## config.mk

```make
export PLATFORM = sky130hd
export DESIGN_NAME = bcd_updown_counter_flat
export DESIGN_NICKNAME = d
export VERILOG_FILES = /design/src/rtl/bcd_updown_counter_if.sv /design/src/rtl/bcd_updown_counter.sv /design/src/flat_wrapper.sv
export SDC_FILE = /design/constraint.sdc
export NUM_CORES = 1
export LEC_CHECK = 0
export BUFFER_PORTS_ARGS = -buffer_cell sky130_fd_sc_hd__buf_2
export CAP_MARGIN = 5
export CORE_MARGIN = 2
export CORE_UTILIZATION = 45
export DETAILED_ROUTE_END_ITERATION = 7
export MAX_ROUTING_LAYER = met4
export PLACE_DENSITY_LB_ADDON = 0.15
export RECOVER_POWER = 25
export SYNTH_ARGS = -nofsm -noshare
export SYNTH_HDL_FRONTEND = slang
export SYNTH_SLANG_ARGS = --single-unit
```

## constraint.sdc

```tcl
create_clock -name clk -period 1.5 [get_ports clk]
set_input_delay 0.15 -clock clk [delete_from_list [all_inputs] [get_ports clk]]
set_output_delay 0.15 -clock clk [all_outputs]
set_load 0.01 [all_outputs]
```

## src/rtl/bcd_updown_counter_if.sv

```systemverilog
// ---------------------------------------------------------------------------
// bcd_updown_counter_if : control and status bundle of the BCD up/down counter
// Revision 1.0
// ---------------------------------------------------------------------------
`default_nettype none

interface bcd_updown_counter_if #(
  parameter int DIGITS = 4
);
  logic                  en;
  logic                  d;
  logic                  load;
  logic [4*DIGITS-1:0]   load_val;
  logic [4*DIGITS-1:0]   count;
  logic                  carry;
  logic                  sat;
  logic                  tc;

  modport master (
    output en, d, load, load_val,
    input  count, carry, sat, tc
  );

  modport slave (
    input  en, d, load, load_val,
    output count, carry, sat, tc
  );
endinterface

`default_nettype wire

```

## src/rtl/bcd_updown_counter.sv

```systemverilog
// ---------------------------------------------------------------------------
// bcd_updown_counter : DIGITS-wide BCD up/down counter, wrap or saturate mode
// Revision 1.0
// ---------------------------------------------------------------------------
`default_nettype none

module bcd_updown_counter #(
  parameter int DIGITS  = 4,
  parameter int WRAP_EN = 1
) (
  input  wire logic            clk,
  input  wire logic            reset,
  bcd_updown_counter_if.slave  bus
);

  localparam int          c_W    = 4 * DIGITS;
  localparam logic [3:0]  c_NINE = 4'd9;

  logic [c_W-1:0] r_count;
  logic           r_carry;
  logic           r_sat;

  logic [c_W-1:0] w_next;
  logic [c_W-1:0] w_sane;
  logic [3:0]     w_dig;
  logic [3:0]     w_ld;
  logic           w_lo9;
  logic           w_lo0;
  logic           w_tc;

  // w_lo9/w_lo0 accumulate "all lower digits are 9/0"; after the loop they
  // cover every digit and give the terminal count directly.
  always_comb begin
    w_next = r_count;
    w_sane = '0;
    w_dig  = '0;
    w_ld   = '0;
    w_lo9  = 1'b1;
    w_lo0  = 1'b1;
    for (int i = 0; i < DIGITS; i++) begin
      w_dig = r_count[4*i +: 4];
      if (bus.d) begin
        if (w_lo0)
          w_next[4*i +: 4] = (w_dig == 4'd0) ? c_NINE : w_dig - 4'd1;
      end else begin
        if (w_lo9)
          w_next[4*i +: 4] = (w_dig == c_NINE) ? 4'd0 : w_dig + 4'd1;
      end
      w_lo9 = w_lo9 & (w_dig == c_NINE);
      w_lo0 = w_lo0 & (w_dig == 4'd0);
      w_ld  = bus.load_val[4*i +: 4];
      w_sane[4*i +: 4] = (w_ld > c_NINE) ? c_NINE : w_ld;
    end
    w_tc = bus.d ? w_lo0 : w_lo9;
  end

  always_ff @(posedge clk) begin
    if (reset) begin
      r_count <= '0;
      r_carry <= 1'b0;
      r_sat   <= 1'b0;
    end else if (bus.load) begin
      r_count <= w_sane;
      r_carry <= 1'b0;
      r_sat   <= 1'b0;
    end else if (bus.en) begin
      if (!w_tc) begin
        r_count <= w_next;
        r_carry <= 1'b0;
        r_sat   <= 1'b0;
      end else if (WRAP_EN != 0) begin
        // The digit-wise step already rolls all-9s to all-0s and vice versa.
        r_count <= w_next;
        r_carry <= 1'b1;
        r_sat   <= 1'b0;
      end else begin
        r_carry <= 1'b0;
        r_sat   <= 1'b1;
      end
    end else begin
      r_carry <= 1'b0;
    end
  end

  assign bus.count = r_count;
  assign bus.carry = r_carry;
  assign bus.sat   = r_sat;
  assign bus.tc    = w_tc;

endmodule

`default_nettype wire
```

## src/flat_wrapper.sv

```systemverilog
// flat-port wrapper written by rule: the top's interface ports become plain ports
module bcd_updown_counter_flat 
#(
  parameter int DIGITS  = 4,
  parameter int WRAP_EN = 1
)
  (clk, reset, bus_en, bus_d, bus_load, bus_load_val, bus_count, bus_carry, bus_sat, bus_tc);
  bcd_updown_counter_if #(.DIGITS(DIGITS)) bus_i ();
  input  wire logic clk;
  input  wire logic reset;
  input wire logic [$bits(bus_i.en)-1:0] bus_en;
  input wire logic [$bits(bus_i.d)-1:0] bus_d;
  input wire logic [$bits(bus_i.load)-1:0] bus_load;
  input wire logic [$bits(bus_i.load_val)-1:0] bus_load_val;
  output wire logic [$bits(bus_i.count)-1:0] bus_count;
  output wire logic [$bits(bus_i.carry)-1:0] bus_carry;
  output wire logic [$bits(bus_i.sat)-1:0] bus_sat;
  output wire logic [$bits(bus_i.tc)-1:0] bus_tc;
  assign bus_i.en = bus_en;
  assign bus_i.d = bus_d;
  assign bus_i.load = bus_load;
  assign bus_i.load_val = bus_load_val;
  assign bus_count = bus_i.count;
  assign bus_carry = bus_i.carry;
  assign bus_sat = bus_i.sat;
  assign bus_tc = bus_i.tc;
  bcd_updown_counter #(.DIGITS(DIGITS), .WRAP_EN(WRAP_EN)) u_core (.clk(clk), .reset(reset), .bus(bus_i));
endmodule
```

Word level (Yosys, flattened, before mapping)
Cells that the tools add are included.
Storage, ports and cells
  register bits: 17
  input bits: 21
  output and inout port bits: 19
  logic and storage cells: 69
Cells by class
  add/sub/neg operators: 8
  order comparisons: 4
  eq/ne operators: 7
  muxes and demuxes: 26
  bitwise operators: 7
  reductions and logical operators: 12
Operators with widths (count)
  $mux 4: 22
  $mux 16: 2
  $add 4x1->4 const B: 4
  $eq 4x4->1 const B: 4
  $gt 4x4->1 const B: 4
  $logic_not 4->1: 4
  $sub 4x1->4 const B: 4
  $ne 3x1->1 const B: 3
  $reduce_and 3->1: 3
  $reduce_bool 3->1: 3
  $and 1x1->1: 6
  $reduce_or 3->1: 1
  $mux 1: 2
  $reduce_bool 2->1: 1
  $not 1->1: 1

Depth between registers and ports, before layout
  depth after elaboration: 7
  depth in mapped cells: 8
  depth with buffers taken out: 5

Worst setup path after synthesis
Ideal clock, no wire load.
  kind: reg2reg
  start: reg u_core.r_count[0] (netlist: u_core.bus.count[0])
  end: reg u_core.r_count[12] (netlist: u_core.bus.count[12])
  library setup time: 0.091 ns
  arrival: 1.588 ns
  data required time: 1.409 ns
  slack: -0.179 ns
  stages on the path, launching flop included: 7
  path buffers: 1
  period minus slack after synthesis: 1.679 ns
  cell sequence: dfxtp_1 -> buf_6 -> nor4_4 -> a31oi_1 -> a211oi_4 -> a21oi_1 -> a311oi_1
Between the ends
  longest elaborated chain between the ends: 5
RTL lines
  from (decl): RTL line bcd_updown_counter.sv:19  | logic [c_W-1:0] r_count;
  from (signal assigned): RTL line bcd_updown_counter.sv:63  | r_count <= w_sane;
  from (signal assigned): RTL line bcd_updown_counter.sv:68  | r_count <= w_next;
  from (signal assigned): RTL line bcd_updown_counter.sv:73  | r_count <= w_next;
  $logic_not 4->1 / $eq 4x4->1 (equally long branches): RTL line bcd_updown_counter.sv:50, bcd_updown_counter.sv:49
  $and 1x1->1, on equally long branches (2 in a row): RTL line bcd_updown_counter.sv:50, bcd_updown_counter.sv:49
  $ne 3x1->1 (no source line) / $reduce_bool 3->1 (equally long branches)
  $reduce_and 3->1 (no source line) (*)
Every way passes the cells marked *; elsewhere a longest branch is shown, timed or not.
A chain may end at the register's enable or synchronous reset.

Worst setup path after layout
  start: reg u_core.r_count[2] (netlist: u_core.bus.count[2])
  end: out bus_tc
Between the ends
  longest elaborated chain between the ends: 5
RTL lines
  $eq 4x4->1 / $logic_not 4->1 (equally long branches): RTL line bcd_updown_counter.sv:49, bcd_updown_counter.sv:50
  $and 1x1->1, on equally long branches (3 in a row): RTL line bcd_updown_counter.sv:49, bcd_updown_counter.sv:50
  $mux 1 (*): RTL line bcd_updown_counter.sv:54  | w_tc = bus.d ? w_lo0 : w_lo9;
  to (decl): RTL line flat_wrapper.sv:18  | output wire logic [$bits(bus_i.tc)-1:0] bus_tc;
Marks and branches as above.

==> results by group <==
Finish
  – Fill cell count: ~310
  – Fraction of layout cells with a size suffix above 1: 0.4348
  – Ant diodes: 0
  – Core Util, Final: 0.6655
  – NumNets Final: 298
  – Area grow syn2layout: 42.82%
  – Layout Cells excl Fill: between 300 and 400

Setup path
  – Worst setup EP type: primary output
  – Worst R2R Setup Slack: -0.26 ns
  – Worst EP required: 1.35 ns
  – Crit Path Category: reg -> out
  – CP Launch Type: flip-flop
  – R2R Path End: u_core.bus.count[8]
  – Worst r2r src: u_core.bus.count[2]
  – Arrival time at the worst endpoint: around 1.7 ns
  – R2R depth: 8
  – Critical Path Fanout Max: 4

Die
  – Die X: between 60 and 70 um
  – # rows: 21
  – Core area: between 3000 and 4000 um^2
  – Total I/O pin count: 40
  – Full die area: around 3900 um^2
  – Chip Height: about 63 um
  – Starting density of the core: 0.4660

Logic synthesis
  – Post-synthesis cell type count: 49
  – Top cell type's share of synthesized area: 0.2206
  – Flops & latches, synth: 17
  – Asr flop ratio synth: 0
  – Post-synthesis sequential area ratio: 0.2206
  – EDFF count, synth: 0
  – Mapped Cells: roughly 210
  – Avg Inst Size Synth: ~7.3 um^2
  – Mapped cell area: between 1500 and 2000 um^2
  – Ys Warns: 0
  – Syn nets: 232
  – Main area contributors after synthesis: dfxtp_1, o21ai_0, a21oi_1
  – Cell taking the most area after synthesis: dfxtp_1
  – Post-synth top flop: dfxtp_1

Clocking
  – # hold bufs at CTS: 0
  – Worst-skew pair later-pin latency: roughly 0.29 ns
  – CTS sink count: 17
  – TritonCTS clock tree: done
  – Clock tree root buffer cell: clkbuf_4
  – Max Buffers Root-to-Sink: 2
  – CTS buffer count: 3
  – Htree depth: 1
  – Clock transition at the registers of the reported paths: 0.11 ns

Worst hold path
  – Hold depth: 3
  – Hold_sp: bus_load_val[0]
  – Hold Path End: u_core.bus.count[0]
  – HP Class: in -> reg

Route
  – First drt pass iteration count: 4
  – DRT antenna net count: 0
  – Routed WL per cell: approximately 13 um
  – Vias: ~1800
  – DRT iter0 DRCs: 127
  – DRC violations left: 0
  – Final WL: approximately 4.2 mm
  – Via density: around 5.5

Global route
  – Congestion Overflow GR: 0
  – First-pass GRT wire length: 7.120 mm
  – Total track usage: 0.2236
  – Vias in the first global route: ~1600
  – Largest net degree at the start of global routing: 20
  – Initial antenna violation count: 0

Placement
  – Routability congestion estimate: 0.8582
  – Port Buffers: 38
  – HPWL Detailed: a little over 3 mm
  – Post-placement cell count: about 300
  – Placement-stage worst setup slack: -0.1052 ns

Timing
  – Final hold vios: 0
  – Final Critical Period: 1.834 ns
  – Number of endpoints failing setup at the final stage: 13
  – Setup WS post-layout: -0.3340 ns
  – Final Skew: between 0.0005 and 0.0006 ns
  – RSZ-0062 raised after global routing: true
  – Final worst path period share: 1.223
  – Max Clk Rate: 0.5453 GHz
  – Max Slew Vio Count: 0

Power and ir drop
  – Worst VDD drop: between 0.4 and 0.5 mV
  – PD cells: slightly above 700 nW/um^2
  – P_leak: between 0.9 and 1 nW

Status
  – Status: finished, violations left
  – Failing checks: setup timing

Job
  – Max Cap Viol: 0
-- power by group --
part | switching [mW] | total [mW] | internal, mW
Combinational | 0.368 | 0.738 | 0.370
Clock | 0.161 | 0.264 | 0.104
Sequential | 0.0617 | 0.558 | 0.496
Total | 0.590 | 1.56 | 0.970
-- cell type report --
type / count / area (um^2) / area share
inverters: 8 / 30.03 / 0.01363
clock buffers: 4 / 26.28 / 0.01193
repair buffers: 80 / 528.0 / 0.2396
flip-flops and latches: 17 / 357.8 / 0.1624
multi-input cells: 167 / 1204 / 0.5463
well taps: 46 / 57.56 / 0.02612
-- per-layer routing --
layer,wire length (um),up-vias,track usage
met5,0,-,-
met4,32,0,0.05000
met3,178,4,0.02162
met2,2025,49,0.3683
met1,2012,807,0.2976
li1,-,909,-
-- cell families after synthesis --
logic type             count (synthesis)  share of synthesized area
flip-flops                            17                     0.2206
XOR/XNOR                               8                    0.04541
AND/OR/NAND/NOR                       82                     0.3147
buffers and inverters                 27                    0.08677
other                                  1                   0.002431
AO/OA/AOI/OAI                         76                     0.3301
-- state kept, by name, summed over array words and instances, names as in the netlist --
signal,cells
u_core.bus.carry,1
u_core.bus.count,16
-- through the flow --
step                power, mW  hold WS (ns)  setup TNS, ns  cell area [um^2]
CTS                     1.499       0.08768         -1.352              2098
global placement        1.192        0.4128        -0.2884              1991
global route            1.661       0.09273         -3.383              2203
detailed placement      1.197        0.4111        -0.4976              1991
floorplan              0.9852        0.2871        -0.5434              1614
finish                  1.560       0.09203         -2.293              2203
-- critical path: stages (launching register included) --
cell	delay [ns]
dfxtp_4	0.37
nor4_4	0.31
buf_4	0.19
nand3_4	0.08
nor3_4	0.13
o21a_1	0.17
buf_2	0.14
-- worst max-delay path by stage --
stage	startpoint	to	slack, ns	cells after the start
final	u_core.bus.count[2]	bus_tc	-0.33	6
after global routing	u_core.bus.count[2]	bus_tc	-0.42	6
after CTS	u_core.bus.count[2]	bus_tc	-0.33	6
after detailed placement	u_core.bus.count[5]	u_core.bus.count[8]	-0.11	5
after global placement	u_core.bus.count[5]	u_core.bus.count[8]	-0.08	5
after floorplan	u_core.bus.count[5]	u_core.bus.count[8]	-0.10	6
-- cell usage in the layout, fill, tap and decap left out, drive strengths merged, types with 2 or more instances in the layout --
master / instances
nand2: 14
a21oi: 17
clkbuf: 5
inv: 8
nor3: 6
nor2b: 7
xnor2: 4
nand2b: 12
o21a: 4
a21o: 2
xor2: 4
or2: 3
dfxtp: 17
nand3b: 4
or3: 2
a211oi: 5
and3: 2
nor4b: 2
o21ai: 20
o22ai: 2
o31a: 2
nand3: 5
a31oi: 4
buf: 79
nor2: 16
nor4: 3
a311oi: 5
a221oi: 5
and4bb: 2
o32ai: 2
-- synthesized netlist by cell type, types with 6 or more instances --
cell and number:
clkbuf_1 9, nand2_1 14, dfxtp_1 17, nand2b_1 12
a21oi_1 17, nor2_1 16, inv_1 8, o21ai_0 19
nor3_1 6, nor2b_1 7
-- timing repair --
item / 4_1_cts / 5_1_grt
pin swaps: 12 / 8
buffers inserted: 6 / 4
setup endpoints to repair: 13 / 15
endpoints found under the hold margin: 0 / 0
gates resized for setup: 10 / 19
(Power assumes the default switching activity.)
